**src/rtl/crc_seq_pkg.sv**
```systemverilog
// Shared types and constants for the CRC engine sequencer.
package crc_seq_pkg;

    typedef enum logic [2:0] {
        IDLE,
        SHIFT,
        LAT,
        READ,
        HOLD
    } crc_seq_state_t;

    localparam int          CRC_WIDTH = 16;
    localparam logic [15:0] CRC_POLY  = 16'h1021;

    // Counter width for a down-counter spanning 0..value-1 (never less than 1 bit).
    function automatic int clog2(input int value);
        int r;
        r = 0;
        while ((1 << r) < value) begin
            r++;
        end
        return (r < 1) ? 1 : r;
    endfunction

endpackage

```
**src/rtl/crc_seq_shifter.sv**
```systemverilog
// WIDTH-bit shift/assemble register: parallel load, MSB-first shift-out,
// and indexed single-bit capture used to rebuild the CRC read back from the engine.
module crc_seq_shifter
    import crc_seq_pkg::*;
#(
    parameter int WIDTH = CRC_WIDTH,
    parameter int CW    = clog2(WIDTH)
) (
    input  logic             clk_sys_i,
    input  logic             rst_b_i,
    input  logic             load_i,
    input  logic [WIDTH-1:0] load_data_i,
    input  logic             shift_i,
    input  logic             sample_i,
    input  logic [CW-1:0]    sample_idx_i,
    input  logic             sample_bit_i,
    output logic             msb_o,
    output logic [WIDTH-1:0] data_o
);

    logic [WIDTH-1:0] data_q;

    always_ff @(posedge clk_sys_i or negedge rst_b_i) begin
        if (!rst_b_i) begin
            data_q <= '0;
        end else if (load_i) begin
            data_q <= load_data_i;
        end else if (shift_i) begin
            data_q <= {data_q[WIDTH-2:0], 1'b0};
        end else if (sample_i) begin
            data_q[sample_idx_i] <= sample_bit_i;
        end
    end

    assign msb_o  = data_q[WIDTH-1];
    assign data_o = data_q;

endmodule

```
**src/rtl/crc_sequencer.sv**
```systemverilog
// Sequences the serial CRC engine for whole words: shift the word in, read the CRC back out.
// Build option CRC_SEQ_AUTORUN_EN: free-running mode that relaunches whenever IN_DATA changes.
//
// state | meaning
// IDLE  | ready for a word (IN_READY high)
// SHIFT | word bits go MSB-first to DATA_IN, one per clock
// LAT   | READ_MODE high, waiting READ_LAT cycles for the first CRC bit
// READ  | CRC_OUT sampled MSB-first into the assemble register
// HOLD  | RES_VALID high until the consumer takes the result
module crc_sequencer
    import crc_seq_pkg::*;
#(
    parameter int WIDTH    = CRC_WIDTH,
    parameter int READ_LAT = 1
) (
    input  logic             CLK,
    input  logic             RESET_N,
    input  logic [WIDTH-1:0] IN_DATA,
    input  logic             IN_VALID,
    output logic             IN_READY,
    output logic [WIDTH-1:0] RES_DATA,
    output logic             RES_VALID,
    input  logic             RES_READY,
    output logic             DATA_IN,
    output logic             READ_MODE,
    input  logic             CRC_OUT,
    output logic             BUSY
);

    localparam int            CW      = clog2(WIDTH);
    localparam logic [CW-1:0] CNT_TOP = CW'(WIDTH - 1);
    localparam logic [CW-1:0] LAT_TOP = CW'((READ_LAT > 0) ? (READ_LAT - 1) : 0);
    localparam logic [CW-1:0] CNT_ONE = CW'(1);

    crc_seq_state_t   state_q, state_d;
    logic [CW-1:0]    cnt_q, cnt_d;
    logic             in_ready_q;
    logic [WIDTH-1:0] res_data_q, res_data_d;

    logic             launch;
    logic             accept;
    logic             sh_load, sh_shift, sh_sample;
    logic             sh_msb;
    logic [WIDTH-1:0] sh_data;

    crc_seq_shifter #(
        .WIDTH (WIDTH),
        .CW    (CW)
    ) u_shifter (
        .clk_sys_i    (CLK),
        .rst_b_i      (RESET_N),
        .load_i       (sh_load),
        .load_data_i  (IN_DATA),
        .shift_i      (sh_shift),
        .sample_i     (sh_sample),
        .sample_idx_i (cnt_q),
        .sample_bit_i (CRC_OUT),
        .msb_o        (sh_msb),
        .data_o       (sh_data)
    );

`ifdef CRC_SEQ_AUTORUN_EN
    logic [WIDTH-1:0] last_q;
    logic             armed_q;
    logic             unused_hs;

    assign unused_hs = IN_VALID ^ RES_READY;
    assign launch    = in_ready_q && (!armed_q || (IN_DATA != last_q));
    assign accept    = 1'b1;

    always_ff @(posedge CLK or negedge RESET_N) begin
        if (!RESET_N) begin
            last_q  <= '0;
            armed_q <= 1'b0;
        end else if ((state_q == IDLE) && launch) begin
            last_q  <= IN_DATA;
            armed_q <= 1'b1;
        end
    end
`else
    assign launch = IN_VALID && in_ready_q;
    assign accept = RES_READY;
`endif

    always_comb begin
        state_d    = state_q;
        cnt_d      = cnt_q;
        res_data_d = res_data_q;
        sh_load    = 1'b0;
        sh_shift   = 1'b0;
        sh_sample  = 1'b0;
        case (state_q)
            IDLE: begin
                if (launch) begin
                    sh_load = 1'b1;
                    cnt_d   = CNT_TOP;
                    state_d = SHIFT;
                end
            end
            SHIFT: begin
                sh_shift = 1'b1;
                cnt_d    = cnt_q - CNT_ONE;
                if (cnt_q == '0) begin
                    if (READ_LAT == 0) begin
                        state_d = READ;
                        cnt_d   = CNT_TOP;
                    end else begin
                        state_d = LAT;
                        cnt_d   = LAT_TOP;
                    end
                end
            end
            LAT: begin
                cnt_d = cnt_q - CNT_ONE;
                if (cnt_q == '0) begin
                    state_d = READ;
                    cnt_d   = CNT_TOP;
                end
            end
            READ: begin
                sh_sample = 1'b1;
                cnt_d     = cnt_q - CNT_ONE;
                if (cnt_q == '0) begin
                    // Last bit lands in bit 0 on this same edge, so merge it into the published copy.
                    state_d       = HOLD;
                    cnt_d         = '0;
                    res_data_d    = sh_data;
                    res_data_d[0] = CRC_OUT;
                end
            end
            HOLD: begin
                if (accept) begin
                    state_d = IDLE;
                end
            end
            default: begin
                state_d = IDLE;
            end
        endcase
    end

    always_ff @(posedge CLK or negedge RESET_N) begin
        if (!RESET_N) begin
            state_q    <= IDLE;
            cnt_q      <= '0;
            in_ready_q <= 1'b0;
            res_data_q <= '0;
        end else begin
            state_q    <= state_d;
            cnt_q      <= cnt_d;
            in_ready_q <= (state_d == IDLE);
            res_data_q <= res_data_d;
        end
    end

    assign IN_READY  = in_ready_q;
    assign RES_DATA  = res_data_q;
    assign RES_VALID = (state_q == HOLD);
    assign DATA_IN   = (state_q == SHIFT) && sh_msb;
    assign READ_MODE = (state_q == LAT) || (state_q == READ);
    assign BUSY      = (state_q != IDLE);

endmodule

```
**config.mk**
```make
export PLATFORM = sky130hd
export DESIGN_NAME = crc_sequencer
export DESIGN_NICKNAME = d
export VERILOG_FILES = /design/src/rtl/crc_seq_pkg.sv /design/src/rtl/crc_seq_shifter.sv /design/src/rtl/crc_sequencer.sv
export SDC_FILE = /design/constraint.sdc
export NUM_CORES = 1
export LEC_CHECK = 0
export CORE_ASPECT_RATIO = 2
export CORE_MARGIN = 1
export CORE_UTILIZATION = 30
export CTS_CLUSTER_SIZE = 12
export DETAILED_ROUTE_END_ITERATION = 10
export PLACE_DENSITY_LB_ADDON = 0.1
export SYNTH_ARGS = -nofsm -noshare
export SYNTH_HDL_FRONTEND = slang
export SYNTH_HIERARCHICAL = 1
export SYNTH_SLANG_ARGS = --single-unit
```
**constraint.sdc**
```tcl
create_clock -name CLK -period 3.4 [get_ports CLK]
set_clock_uncertainty 0.15 [all_clocks]
set_input_delay 0.34 -clock CLK [delete_from_list [all_inputs] [get_ports CLK]]
set_output_delay 0.34 -clock CLK [all_outputs]
set_load 0.05 [all_outputs]
```
==> results of run 1 <==
sequential cells by signal, summed over array words and instances (netlist names):
signal,cells
RES_DATA,16
u_shifter/data_o,16
cnt_q,4
IN_READY,1
state_q,3
logic make-up after synthesis:
group,synth area share (%)
AOI/OAI and AO/OA,16.3
xor gates and xnor gates,0.398
adders and majority gates,1.14
buffers and inverters,6.25
DFF,45.4
muxes,16.1
and+or+nand+nor,14.4
worst max-delay path: cells and delay by family (launching register included):
| kind | cells | cell delay, ns |
|---|---|---|
| buffers and inverters | 2 | 1.01 |
| flip-flops | 1 | 0.51 |
| AND/OR/NAND/NOR | 2 | 0.39 |
stage by stage:
step | area, sq um | hold slack (ns) | util, %
5_1_grt | 2820 | 0.119 | 40.4
6_report | 2820 | 0.0336 | 40.4
3_3_place_gp | 2670 | 0.343 | 38.2
4_1_cts | 2820 | 0.0832 | 40.4
3_5_place_dp | 2670 | 0.345 | 38.2
2_1_floorplan | 2200 | -0.106 | -
power by group through the flow:
stage	clock network [mW]	registers, mW	logic [mW]
after global placement	0	0.820	1.07
after detailed placement	0	0.820	1.07
after floorplan	0	0.851	0.726
final	0.489	0.812	1.07
after global routing	0.524	0.838	1.17
after CTS	0.507	0.812	1.07
layer usage:
layer / vias to the layer above / wire [um] / GRT usage (%) / share of wire (%)
met3: 11 / 230 / 3.14 / 4.0
li1: 831 / - / - / -
met2: 52 / 3050 / 28.3 / 53
met4: 0 / 172 / 9.74 / 3.0
met1: 856 / 2290 / 17.7 / 40
met5: - / 0 / 0 / 0
layout make-up:
class	count	share of cell area [%]
multi-input combinational	133	37.7
sequential	40	35.5
timing repair buffer	43	14.9
clock buffer	7	5.41
tap	90	3.99
inverter	19	2.53
placed cells by master, fill, tap and decap left out, types with 2 or more instances in the layout:
master,count
dfrtp_1,40
clkdlybuf4s50_1,40
inv_1,19
o21ai_0,18
a222oi_1,14
mux2i_1,14
mux2_4,9
nor2_1,8
a21oi_1,8
nand2_1,7
mux2_2,7
clkbuf_16,5
nor3b_1,4
nor3_1,4
nand2b_1,3
nand3_1,3
and2b_1,2
and2_1,2
or3b_1,2
ha_1,2
clkbuf_8,2
buf_4,2
and4bb_1,2
nand3b_1,2
a221oi_1,2
how the worst max path moves through the flow:
stage | from | endpoint | slack (ns) | cells after the start
3_3_place_gp | IN_VALID | u_shifter/data_o[6] | 0.98 | 7
3_5_place_dp | IN_VALID | u_shifter/data_o[6] | 0.95 | 7
6_report | state_q[0] | DATA_IN | 0.72 | 4
2_1_floorplan | state_q[1] | u_shifter/data_o[12] | 0.92 | 8
5_1_grt | state_q[0] | DATA_IN | 0.65 | 4
4_1_cts | state_q[0] | DATA_IN | 0.71 | 4
==> results_dict.tcl, run 1 <==
set metrics [dict create \
    power.leakage_nw 1.25 \
    area_growth_pct 28.1 \
    io_buffer_count 41 \
    cts_buffers 5 \
    post-route-period-util_pct 78.8 \
    start_util_pct 31.5 \
    worstSetupPathType "flip-flop to output pin" \
    rsz0062_at_grt "no" \
    fmax_ghz 0.373 \
    ioPinCount 42 \
    cts.htree.levels 2 \
    combinationalPowerShare_pct 45.1 \
    crit_slowest_cell "clkdlybuf4s50_1" \
    tightest_slew_ns 0.911 \
    hold_viol 0 \
    post_cts_buffers 0 \
    synth-main-ff-cell "dfrtp_1" \
    clock_sinks 40 \
    synth.most_common_cell "dfrtp_1" \
    start_kind "flip-flop" \
    grt_pass1_wl_mm 9.18 \
    grt_usage_pct 16.1 \
    antennaDiodeCount 0 \
    grt_pass1_vias 1781 \
    cp.arrival_ns 2.19 \
    synth_cells 204 \
    cts_tree "done" \
    vias 1750 \
    min_period_ns 2.68 \
    grt-ovfl-total 0 \
    wirelength_mm 5.74 \
    power.share.clock_pct 20.6 \
    cp_max_fo 10 \
    place_congestion 0.842 \
    dp_slack_ns 0.948 \
    place_hpwl_mm 4.02 \
    dp_cells 325 \
    outcome "completed" \
    drc 0 \
    synth.distinct_cells 45 \
    drive_above_1_share_pct 13.2 \
    regArea_sq_mm 0.00100 \
    holdBufCountCts 0 \
    path_clk_slew_ns 0.06 \
    p_int_mw 1.36 \
    fin_tns_setup_ns 0 \
    peakVddDrop_uv 343 \
    drtAntennaViolNets 0 \
    async_reset_ff_share_pct 100 \
    r2r-start "state_q[1]" \
    netlist.top_cell.by_area "dfrtp_1" \
    multi_input_area_sq_mm 0.00106 \
    crit_chain "nor3b_1, buf_4, and2_1, clkdlybuf4s50_1" \
    ys_seq_elements 40 \
    cts_buffer_depth 2 \
    fin_cells 332 \
    wl_per_cell_um 17.3 \
    antenna_found_initial 0 \
    cp_slowest_stage_delay_ns 0.79 \
    layout.nets 265 \
    yosysSeqAreaShare_pct 45.4 \
    drv_cap 0 \
    yosysTopAreaCellShare_pct 45.4 \
    drtIter0Drc 114 \
    syn_nets 227 \
    fin_ws_ns 0.722 \
    endpoint_kind "output pin" \
    r2r_end "u_shifter/data_o[6]" \
    hp-class "input port to async pin" \
    coreArea_sq_mm 0.00699 \
    power.total_mw 2.37 \
    die_w_um 62.6 \
    die_h_um 123 \
    switching_share_pct 42.5 \
    drt-pass1-iter-count 5 \
    cts_resized 0 \
    yosys-top-cells-area "dfrtp_1 45%, a222oi_1 6.4%, mux2i_1 6.4%" \
    avgSynthCellArea_sq_um 10.8 \
    pwr-share-seq_pct 34.2 \
    yosysWarnings 6 \
    p_per_area_mw_per_mm2 840 \
    netlist_area_sq_mm 0.00220 \
    nFillCells 733 \
    power_switching_mw 1.01 \
    grt_start_max_net_pins 41 \
    report.final.slew_viol_count 0 \
    rrSetupSlack_ns 0.90 \
    die-area_sq_mm 0.00771 \
    reg2regPathDepth 7 \
    rows 43 \
    cts_root_buffer "clkbuf_16" \
    required_ns 2.91 \
    synth_edf_count 0 \
    clk_latency_ns 0.29 \
    setup_viol 0 \
    relSlewSlack_pct 39.3 \
    synthTopCellsByCount "40 x dfrtp_1, 19 x inv_1, 18 x o21ai_0" \
    viasPerCell 5.27 \
]
Power figures use the tool's default switching activity.
==> inputs of run 2 (changes only) <==
- clock period: 3.4 -> 2.15 ns (I/O delays scaled with it)
==> run 2 against run 1 <==
Compared with the run above: cell count increased by 6.3%; count of clock-buffer cells in the layout unchanged; die area unchanged; combinational power increased by 90%; design area increased by 8.1%; critical path type unchanged; global-route usage increased by 0.83 points; clock power increased by 87%; worst setup slack got worse by 0.66 ns; largest cell class unchanged; register-to-register slack got worse by 0.79 ns; via count increased by 2.0%; routed wire length increased by 6.5%; sequential share of layout area decreased by 2.6 points.
==> results_dict.tcl, run 2 (same netlist as run 1, synthesis figures left out) <==
set metrics [dict create \
    fmax_ghz 0.480 \
    switching_share_pct 40.5 \
    place_hpwl_mm 4.49 \
    drtIter0Drc 77 \
    hp-class "flip-flop to flip-flop" \
    report.final.slew_viol_count 0 \
    power.share.clock_pct 22.0 \
    viasPerCell 5.06 \
    vias 1785 \
    post_dp_cell_area_sq_mm 0.00286 \
    layout_commonest_cell "dfrtp_1" \
    clk_latency_ns 0.29 \
    worstSetupPathType "flip-flop to output pin" \
    cts_buffer_depth 2 \
    post_cts_buffers 0 \
    grt_start_max_net_pins 41 \
    rows 43 \
    crit_start "state_q[1]" \
    start_util_pct 31.5 \
    design_area_sq_mm 0.00305 \
    hold_viol 0 \
    die-area_sq_mm 0.00771 \
    antennaDiodeCount 0 \
    ioPinCount 42 \
    cts_tree "done" \
    drt-pass1-iter-count 4 \
    required_ns 1.78 \
    endpoint_kind "output pin" \
    coreArea_sq_mm 0.00699 \
    io_buffer_count 41 \
    power.leakage_nw 1.38 \
    drc 0 \
    start_kind "flip-flop" \
    outcome "completed" \
    r2r-start "state_q[2]" \
    path_clk_slew_ns 0.06 \
    cp_max_fo 7 \
    use_met3_pct 2.49 \
    gr-usage-met2_pct 31.6 \
    peakVddDrop_uv 617 \
    fin_tns_setup_ns 0 \
    antenna_found_initial 0 \
    grtUsageMet1_pct 17.4 \
    p_per_area_mw_per_mm2 1360 \
    clock_sinks 40 \
    nFillCells 694 \
    pwr-share-seq_pct 29.2 \
    drv_cap 0 \
    wirelength_mm 6.12 \
    grt_pass1_vias 1840 \
    relSlewSlack_pct 64.0 \
    grt_pass1_wl_mm 9.51 \
    cp.arrival_ns 1.72 \
    top_usage_layer "met2" \
    grt-ovfl-total 0 \
    cts_buffers 5 \
    area_growth_pct 38.4 \
    cts_root_buffer "clkbuf_16" \
    drive_above_1_share_pct 22.8 \
    fin_ws_ns 0.0650 \
    wl_per_cell_um 17.3 \
    min_period_ns 2.09 \
    post-route-period-util_pct 97.0 \
    worstHoldStart "RES_DATA[4]" \
    setup_viol 0 \
    cts.htree.levels 2 \
    combinationalPowerShare_pct 48.8 \
    power_switching_mw 1.68 \
    final_cell_mix "40 x dfrtp_1, 37 x clkdlybuf4s50_1, 21 x buf_4" \
    dp_slack_ns 0.102 \
    die_h_um 123 \
    layout.nets 285 \
    die_w_um 62.6 \
    grt_usage_pct 16.9 \
    rsz0062_at_grt "no" \
    drtAntennaViolNets 0 \
    place_congestion 0.841 \
    tightest_slew_ns 0.540 \
    p_int_mw 2.47 \
]
## run 2: path summary, 6_finish.rpt
path	to	slack, ns	cells past startpoint
max in group asynchronous	u_shifter/data_o[8]	1.12	3
min in group asynchronous	RES_DATA[14]	0.37	3
setup reg to reg	u_shifter/data_o[15]	0.11	6
hold / removal	RES_DATA[4]	0.36	1
setup / recovery	BUSY	0.06	3
hold reg to reg	RES_DATA[4]	0.36	1
## run 2: final cells by class
type / count / area (sq um) / share of cell area [%]
multi-input combinational: 133 / 1080 / 35.4
sequential: 40 / 1000 / 32.8
timing repair buffer: 63 / 603 / 19.8
clock buffer: 7 / 153 / 5.00
tap: 90 / 113 / 3.69
inverter: 19 / 71.3 / 2.34
clock inverter: 1 / 30.0 / 0.984
## run 2: what timing repair did
action                                  in CTS  in global routing
resized for setup                            0                  1
endpoints found under the setup margin       0                  4
hold buffers                                 1                  0
hold endpoints to repair                    40                  0
## run 2: per-stage QoR
step	power [mW]	hold slack, ns	utilization, %	instances
3_3_place_gp	3.25	0.167	40.8	344
5_1_grt	4.41	0.374	43.6	353
2_1_floorplan	2.51	-0.231	-	204
3_5_place_dp	3.25	0.162	40.8	344
6_report	4.16	0.358	43.6	353
4_1_cts	4.19	0.363	43.6	353
## run 2: power by group through the flow
stage / Sequential [mW] / Combinational [mW] / Clock, mW
final: 1.21 / 2.03 / 0.913
after CTS: 1.22 / 2.04 / 0.935
after floorplan: 1.35 / 1.16 / 0
after global placement: 1.23 / 2.03 / 0
after detailed placement: 1.23 / 2.02 / 0
after global routing: 1.25 / 2.20 / 0.962
## run 2: per-layer routing
layer	part of all wire [%]	vias to the layer above
li1	-	870
met4	3.6	0
met1	38	856
met2	55	47
met5	0	-
met3	3.4	12
## run 2: worst max-delay path, stage by stage (launching register included)
cell and delay, ns:
dfrtp_1 0.47, nor2_2 0.10, nand2_4 0.07, clkdlybuf4s50_1 0.80
